### src/rtl/bit_window_unpacker.sv
// Streams 32-bit words into a two-slot bit buffer and emits WIN_W-bit windows from an advancing bit pointer.
// Optional window counter on stat_win is enabled by defining BIT_WINDOW_UNPACKER_STATS_EN.
module bit_window_unpacker #(
    parameter int WORD_W = 32,
    parameter int WIN_W  = 8,
    parameter int STEP_W = 4
) (
    input  logic              clk,
    input  logic              rst_n,
    input  logic              in_valid,
    output logic              in_ready,
    input  logic [WORD_W-1:0] in_data,
    input  logic [STEP_W-1:0] step,
    input  logic              flush,
    output logic              out_valid,
    input  logic              out_ready,
    output logic [WIN_W-1:0]  out_data,
    output logic [15:0]       stat_win
);

    localparam int BUF_W = 2 * WORD_W;
    localparam int PTR_W = $clog2(BUF_W);
    localparam int CNT_W = PTR_W + 1;

    // Handshakes: a word moves when in_valid & in_ready; a window moves when out_valid & out_ready.
    // flush overrides both, so neither side observes a transfer in a flush cycle.

    logic [BUF_W-1:0]   r_buf;
    logic [PTR_W-1:0]   r_rd_ptr;
    logic [CNT_W-1:0]   r_count;

    logic [2*BUF_W-1:0] w_dbl;
    logic [PTR_W-1:0]   w_wr_ptr;
    logic               w_wr_slot;
    logic               w_in_fire;
    logic               w_out_fire;
    logic [CNT_W-1:0]   w_eff_step;
    logic [CNT_W-1:0]   w_count_nxt;
    logic [PTR_W-1:0]   w_rd_ptr_nxt;

    assign in_ready  = (r_count <= CNT_W'(WORD_W));
    assign out_valid = (r_count >= CNT_W'(WIN_W));

    // Doubling the buffer lets a window that runs past the top bit wrap to bit 0 without muxing.
    assign w_dbl    = {r_buf, r_buf};
    assign out_data = w_dbl[{1'b0, r_rd_ptr} +: WIN_W];

    assign w_in_fire  = in_valid & in_ready & ~flush;
    assign w_out_fire = out_valid & out_ready & ~flush;

    // Fill level plus read pointer always lands on a slot boundary, which names the free slot.
    assign w_wr_ptr  = r_rd_ptr + r_count[PTR_W-1:0];
    assign w_wr_slot = (w_wr_ptr >= PTR_W'(WORD_W));

    always_comb begin
        w_eff_step = CNT_W'(step);
        if (step == '0) begin
            w_eff_step = CNT_W'(1);
        end else if (32'(step) > 32'(WIN_W)) begin
            w_eff_step = CNT_W'(WIN_W);
        end
    end

    always_comb begin
        w_count_nxt  = r_count;
        w_rd_ptr_nxt = r_rd_ptr;
        if (w_in_fire) begin
            w_count_nxt = w_count_nxt + CNT_W'(WORD_W);
        end
        if (w_out_fire) begin
            w_count_nxt  = w_count_nxt - w_eff_step;
            w_rd_ptr_nxt = r_rd_ptr + w_eff_step[PTR_W-1:0];
        end
        if (flush) begin
            w_count_nxt  = '0;
            w_rd_ptr_nxt = '0;
        end
    end

    always_ff @(posedge clk or negedge rst_n) begin
        if (!rst_n) begin
            r_count  <= '0;
            r_rd_ptr <= '0;
        end else begin
            r_count  <= w_count_nxt;
            r_rd_ptr <= w_rd_ptr_nxt;
        end
    end

    // Only the free slot is written, so a window held under backpressure never changes.
    always_ff @(posedge clk or negedge rst_n) begin
        if (!rst_n) begin
            r_buf <= '0;
        end else if (w_in_fire) begin
            if (w_wr_slot) begin
                r_buf[BUF_W-1:WORD_W] <= in_data;
            end else begin
                r_buf[WORD_W-1:0] <= in_data;
            end
        end
    end

`ifdef BIT_WINDOW_UNPACKER_STATS_EN
    logic [15:0] r_stat_win;

    always_ff @(posedge clk or negedge rst_n) begin
        if (!rst_n) begin
            r_stat_win <= '0;
        end else if (w_out_fire && (r_stat_win != 16'hFFFF)) begin
            r_stat_win <= r_stat_win + 16'd1;
        end
    end

    assign stat_win = r_stat_win;
`else
    assign stat_win = '0;
`endif

endmodule

### config.mk
export PLATFORM = sky130hd
export DESIGN_NAME = bit_window_unpacker
export DESIGN_NICKNAME = d
export VERILOG_FILES = /design/src/rtl/bit_window_unpacker.sv
export SDC_FILE = /design/constraint.sdc
export NUM_CORES = 1
export LEC_CHECK = 0
export CORE_MARGIN = 2
export CORE_UTILIZATION = 53
export CTS_CLUSTER_DIAMETER = 50
export CTS_CLUSTER_SIZE = 12
export DETAILED_ROUTE_END_ITERATION = 10
export PLACE_DENSITY = 0.78
export RECOVER_POWER = 100
export SETUP_SLACK_MARGIN = 0.1
export SYNTH_ARGS = -nofsm -noshare
export SYNTH_HDL_FRONTEND = slang
export SYNTH_SLANG_ARGS = --single-unit
### constraint.sdc
create_clock -name clk -period 2.3 [get_ports clk]
set_clock_uncertainty 0.15 [all_clocks]
set_input_delay 0.46 -clock clk [delete_from_list [all_inputs] [get_ports clk]]
set_output_delay 0.46 -clock clk [all_outputs]
set_load 0.02 [all_outputs]
Word level (Yosys, flattened, before mapping)
Index checks and enable logic that the tools add are counted.
{"block": "word_totals", "word_cells": 30, "in_bits": 41, "out_inout_bits": 26, "rom_bits": 0, "latchBits": 0, "mem_bits_rw": 0, "n_memories": 0, "regBits": 77}
{"block": "classes", "order_cmp": 4, "div": 0, "reduce_logical": 4, "n_mul": 0, "muxes": 7, "n_addsub": 4, "n_eq_ne": 0, "bitwise_logic": 6, "shift": 1}
{"cell": "128-bit by 7-bit indexed part select with 8-bit output", "count": 1}
{"cell": "7-bit 2-to-1 mux", "count": 4}
{"cell": "6-bit adder", "count": 2}
{"cell": "6-bit 2-to-1 mux", "count": 2}
{"cell": "7-bit by 6-bit adder with 7-bit output (second input constant)", "count": 1}
{"cell": "7-bit by 4-bit >= comparator with 1-bit output (second input constant)", "count": 1}
{"cell": "7-bit by 6-bit less-or-equal comparator with 1-bit output (second input constant)", "count": 1}
{"cell": "7-bit subtractor", "count": 1}
{"cell": "6-bit >= comparator (second input constant)", "count": 1}
{"cell": "1-bit bitwise AND", "count": 4}
{"cell": "4-bit greater-than comparator (second input constant)", "count": 1}
{"cell": "4-bit zero test", "count": 1}
{"cell": "4-bit 2-to-1 mux", "count": 1}
{"cell": "2-bit AND reduction", "count": 2}
{"cell": "1-bit inverter", "count": 2}
{"cell": "2-bit nonzero test", "count": 1}

Logic depth before layout (Yosys ltp)
{"block": "depth", "ltp_word": 7, "ltp_mapped": 11, "depth_no_buf": 11}

Worst setup path after synthesis
Ideal clock, no wire load.
{"block": "synth_path", "path_kind": "register to output", "startpoint": "reg r_rd_ptr[1]", "endpoint": "out out_data[1]", "t_required_ns": 1.690, "path_buffers": 2, "stages_incl_launch_ff": 8, "arrival_time_ns": 2.006, "path_slack_ns": -0.316, "cell_sequence": "dfrtp_1 > clkbuf_1 > clkbuf_1 > mux4_2 > mux2i_1 > a22oi_1 > nor2_1 > nor3_1"}
{"block": "synth_between", "elab_chain_len": 1}
{"element": "start, declared", "line": "29", "source": "logic [PTR_W-1:0] r_rd_ptr;"}
{"element": "start signal, assigned", "line": "86", "source": "r_rd_ptr <= w_rd_ptr_nxt;"}
{"element": "128-bit by 7-bit indexed part select with 8-bit output", "line": "46", "source": "assign out_data = w_dbl[{1'b0, r_rd_ptr} +: WIN_W];"}
{"element": "end, declared", "line": "17", "source": "output logic [WIN_W-1:0] out_data,"}
Every way passes these cells.

Worst setup path in the final report
{"block": "layout_path", "startpoint": "reg r_rd_ptr[0]", "endpoint": "out out_data[7]"}
The elaborated chain is that of the path after synthesis.

==> flow_summary.json <==
{
  "outcome": "complete, but fails checks",
  "failed_checks": "setup timing",
  "grt_max_degree": 35,
  "drtIter0Drc": 876,
  "min_to": "r_buf[39]",
  "worstMarginPinSlew_ns": 0.975,
  "worstPathArrival_ns": 2.58,
  "synth_xor_area_frac": 0.00685,
  "grt_overflow_total": 0,
  "reg2regPathDepth": 11,
  "num_io_pins": 67,
  "pre_cts_ws_ns": -0.943,
  "antennaDiodeCount": 0,
  "synth_edf_count": 0,
  "finalNetCount": 845,
  "slew_violations": 0,
  "tritoncts": "built",
  "cp_slowest_cell": "dfrtp_4",
  "syn_inst": 546,
  "worstHoldStart": "r_buf[39]",
  "cp_data_required_time_ns": 1.69,
  "finalHoldViolCount": 0,
  "wirelength_mm": 29.3,
  "cts-root-buf": "clkbuf_16",
  "portBuffers": 50,
  "worstReg2RegStart": "r_rd_ptr[0]",
  "cts_made_buffers": 9,
  "final-setup-viol-count": 81,
  "num_rows": 40,
  "synth_area_leader_cell": "dfrtp_1",
  "die_h_um": 114,
  "synth_cell_types": 69,
  "path_cells": "buf_12 -> buf_8 -> buf_4 -> mux2i_1 -> mux2i_1 -> o32ai_1 -> a32oi_1 -> o2111a_2 -> buf_6",
  "reg2reg_slack_ns": -0.45,
  "grt_pass1_vias": 6713,
  "path_class": "flip-flop to output pin",
  "fmax_mhz": 313,
  "synthMuxAreaShare": 0.370,
  "die_area_mm2": 0.0129,
  "coreArea_mm2": 0.0119,
  "ir_drop_mv": 1.05,
  "ys_seq_area_frac": 0.302,
  "power.density_mw_per_mm2": 1490,
  "final_common_cell": "buf_4",
  "grt_usage": 0.431,
  "synth_top_family_by_area": "multiplexers",
  "wl_per_cell_um": 31.1,
  "critPathMaxStageDelay_ns": 0.51,
  "timing.final.crit_share": 1.39,
  "rsz0062_at_grt": "yes",
  "worstPathMaxFanout": 6,
  "synth_area_mm2": 0.00639,
  "crit_family": "buffers and inverters",
  "synth_top_area_frac": 0.302,
  "synth_compound_area_frac": 0.113,
  "synth-simple-area-share": 0.0920,
  "vias_per_cell": 7.17,
  "max_slew_margin": 0.350,
  "p_leak_nw": 4.23,
  "antenna_found_initial": 1,
  "hold_path.class": "flip-flop to flip-flop",
  "synthToLayoutAreaGrowth_pct": 51.3,
  "clock_path_buffers": 2,
  "critPathCaptureType": "output pin",
  "critPathLaunchType": "flip-flop",
  "place_congestion": 1.14,
  "dr.pass1.iters": 8,
  "maxCapViolCount": 0,
  "vias": 6736,
  "final_cell_mix": "buf_4, dfrtp_1, mux2_4, mux4_2, clkdlybuf4s50_1",
  "r2r-end": "r_buf[58]",
  "synth-adder-area-share": 0.0337,
  "async_flop_share": 1.00,
  "dieWidth_um": 114,
  "fin_ws_ns": -0.895,
  "cts.sinks": 77,
  "dp_hpwl_mm": 17.3,
  "yosys_register_bits": 77,
  "fin_crit_ns": 3.19,
  "yosys_most_used_dff": "dfrtp_1",
  "min_path_cells": 1,
  "synth_top_cells_by_area": "dfrtp_1, mux4_2, mux2_4, mux2_1, mux2i_1",
  "drt.antenna.violating_nets": 0,
  "cp_num_buf_inv": 4,
  "finalPower_w": 0.0144,
  "grt_pass1_wl_mm": 41.0,
  "drc": 0,
  "cpMostUsedCell": "mux2i_1",
  "postSynthAreaPerCell_um2": 11.7,
  "drive_gt1_frac": 0.575,
  "clkTransAtPathRegs_ns": 0.07,
  "start_util": 0.536,
  "yosys_warnings": 0,
  "h-tree-depth": 3,
  "worstSkewPairLatency_ns": 0.36
}
-- cell type report --
cell class	instances	area (um^2)
multi-input cells	410	4650
repair buffers	273	2530
fillers	584	2240
flip-flops and latches	77	1940
clock buffers	10	229
well taps	147	184
inverters	17	72.6
clock inverters	6	71.3
-- registers in the layout (all words and copies together), names as in the netlist --
name,flops
r_rd_ptr,6
r_buf,64
r_count,7
-- worst max path at each step --
stage | start | end | depth (start not counted)
after floorplan | r_rd_ptr[0] | out_data[7] | 7
after global placement | r_rd_ptr[0] | out_data[1] | 7
after detailed placement | r_rd_ptr[0] | out_data[1] | 6
after CTS | r_rd_ptr[0] | out_data[2] | 8
after global routing | r_rd_ptr[0] | out_data[3] | 9
final | r_rd_ptr[0] | out_data[7] | 9
-- Yosys cell counts (5+ instances only) --
cell	number
dfrtp_1	77
mux4_2	35
nand2_1	35
mux2i_1	32
mux2_1	30
mux2_4	30
nor2_1	27
buf_4	19
a21oi_1	16
inv_1	16
mux2_2	16
buf_6	15
ha_1	14
nor3_1	12
mux4_1	11
buf_2	10
o21ai_0	10
nand3_1	9
a31oi_1	7
nand2b_1	7
nor2b_1	7
and2_1	6
clkbuf_1	6
o22ai_1	6
a211oi_1	5
a221oi_1	5
o211ai_1	5
o221ai_1	5
-- per-layer routing --
layer,share of wire,up-vias,wire (um),track usage
li1,-,2552,-,-
met1,0.34,3239,9900,0.536
met2,0.45,705,13200,0.697
met3,0.13,238,3760,0.122
met4,0.083,2,2440,0.205
met5,0.00048,-,14,0
-- report_power, final --
part	internal, W	leakage, nW	switching (W)	total [W]
sequential	0.00199	0.966	0.000996	0.00299
combinational	0.00527	3.12	0.00460	0.00987
clock	0.000852	0.140	0.000665	0.00152
total	0.00811	4.23	0.00626	0.0144
-- stage by stage --
stage | std cells | TNS (ns) | hold WS [ns] | util | area (um^2)
final | 940 | -28.40 | 0.391 | 0.812 | 9670
after global routing | 940 | -30.96 | 0.409 | 0.812 | 9670
after CTS | 935 | -25.14 | 0.394 | 0.794 | 9460
after global placement | 881 | -28.96 | 0.284 | 0.700 | 8340
after floorplan | 561 | -1.47 | 0.0144 | - | 6630
after detailed placement | 881 | -32.14 | 0.290 | 0.700 | 8340
-- cells by family (layout without fill, tap and decap cells) --
logic type,after synthesis,in the layout
AO/OA/AOI/OAI,98,98
XOR/XNOR,5,5
flip-flops,77,77
multiplexers,154,154
other,1,16
buffers and inverters,74,306
AND/OR/NAND/NOR,121,121
adder cells (fa/ha/maj),16,16
-- what timing repair did --
item | in CTS | in global routing
setup endpoints to repair | 80 | 81
cloned | 7 | 1
hold buffers | 1 | 0
buffers inserted | 30 | 11
endpoints found under the hold margin | 30 | 0
pin swaps | 34 | 35
resized for setup | 175 | 63
No activity file was read; power rests on OpenSTA's default activity.
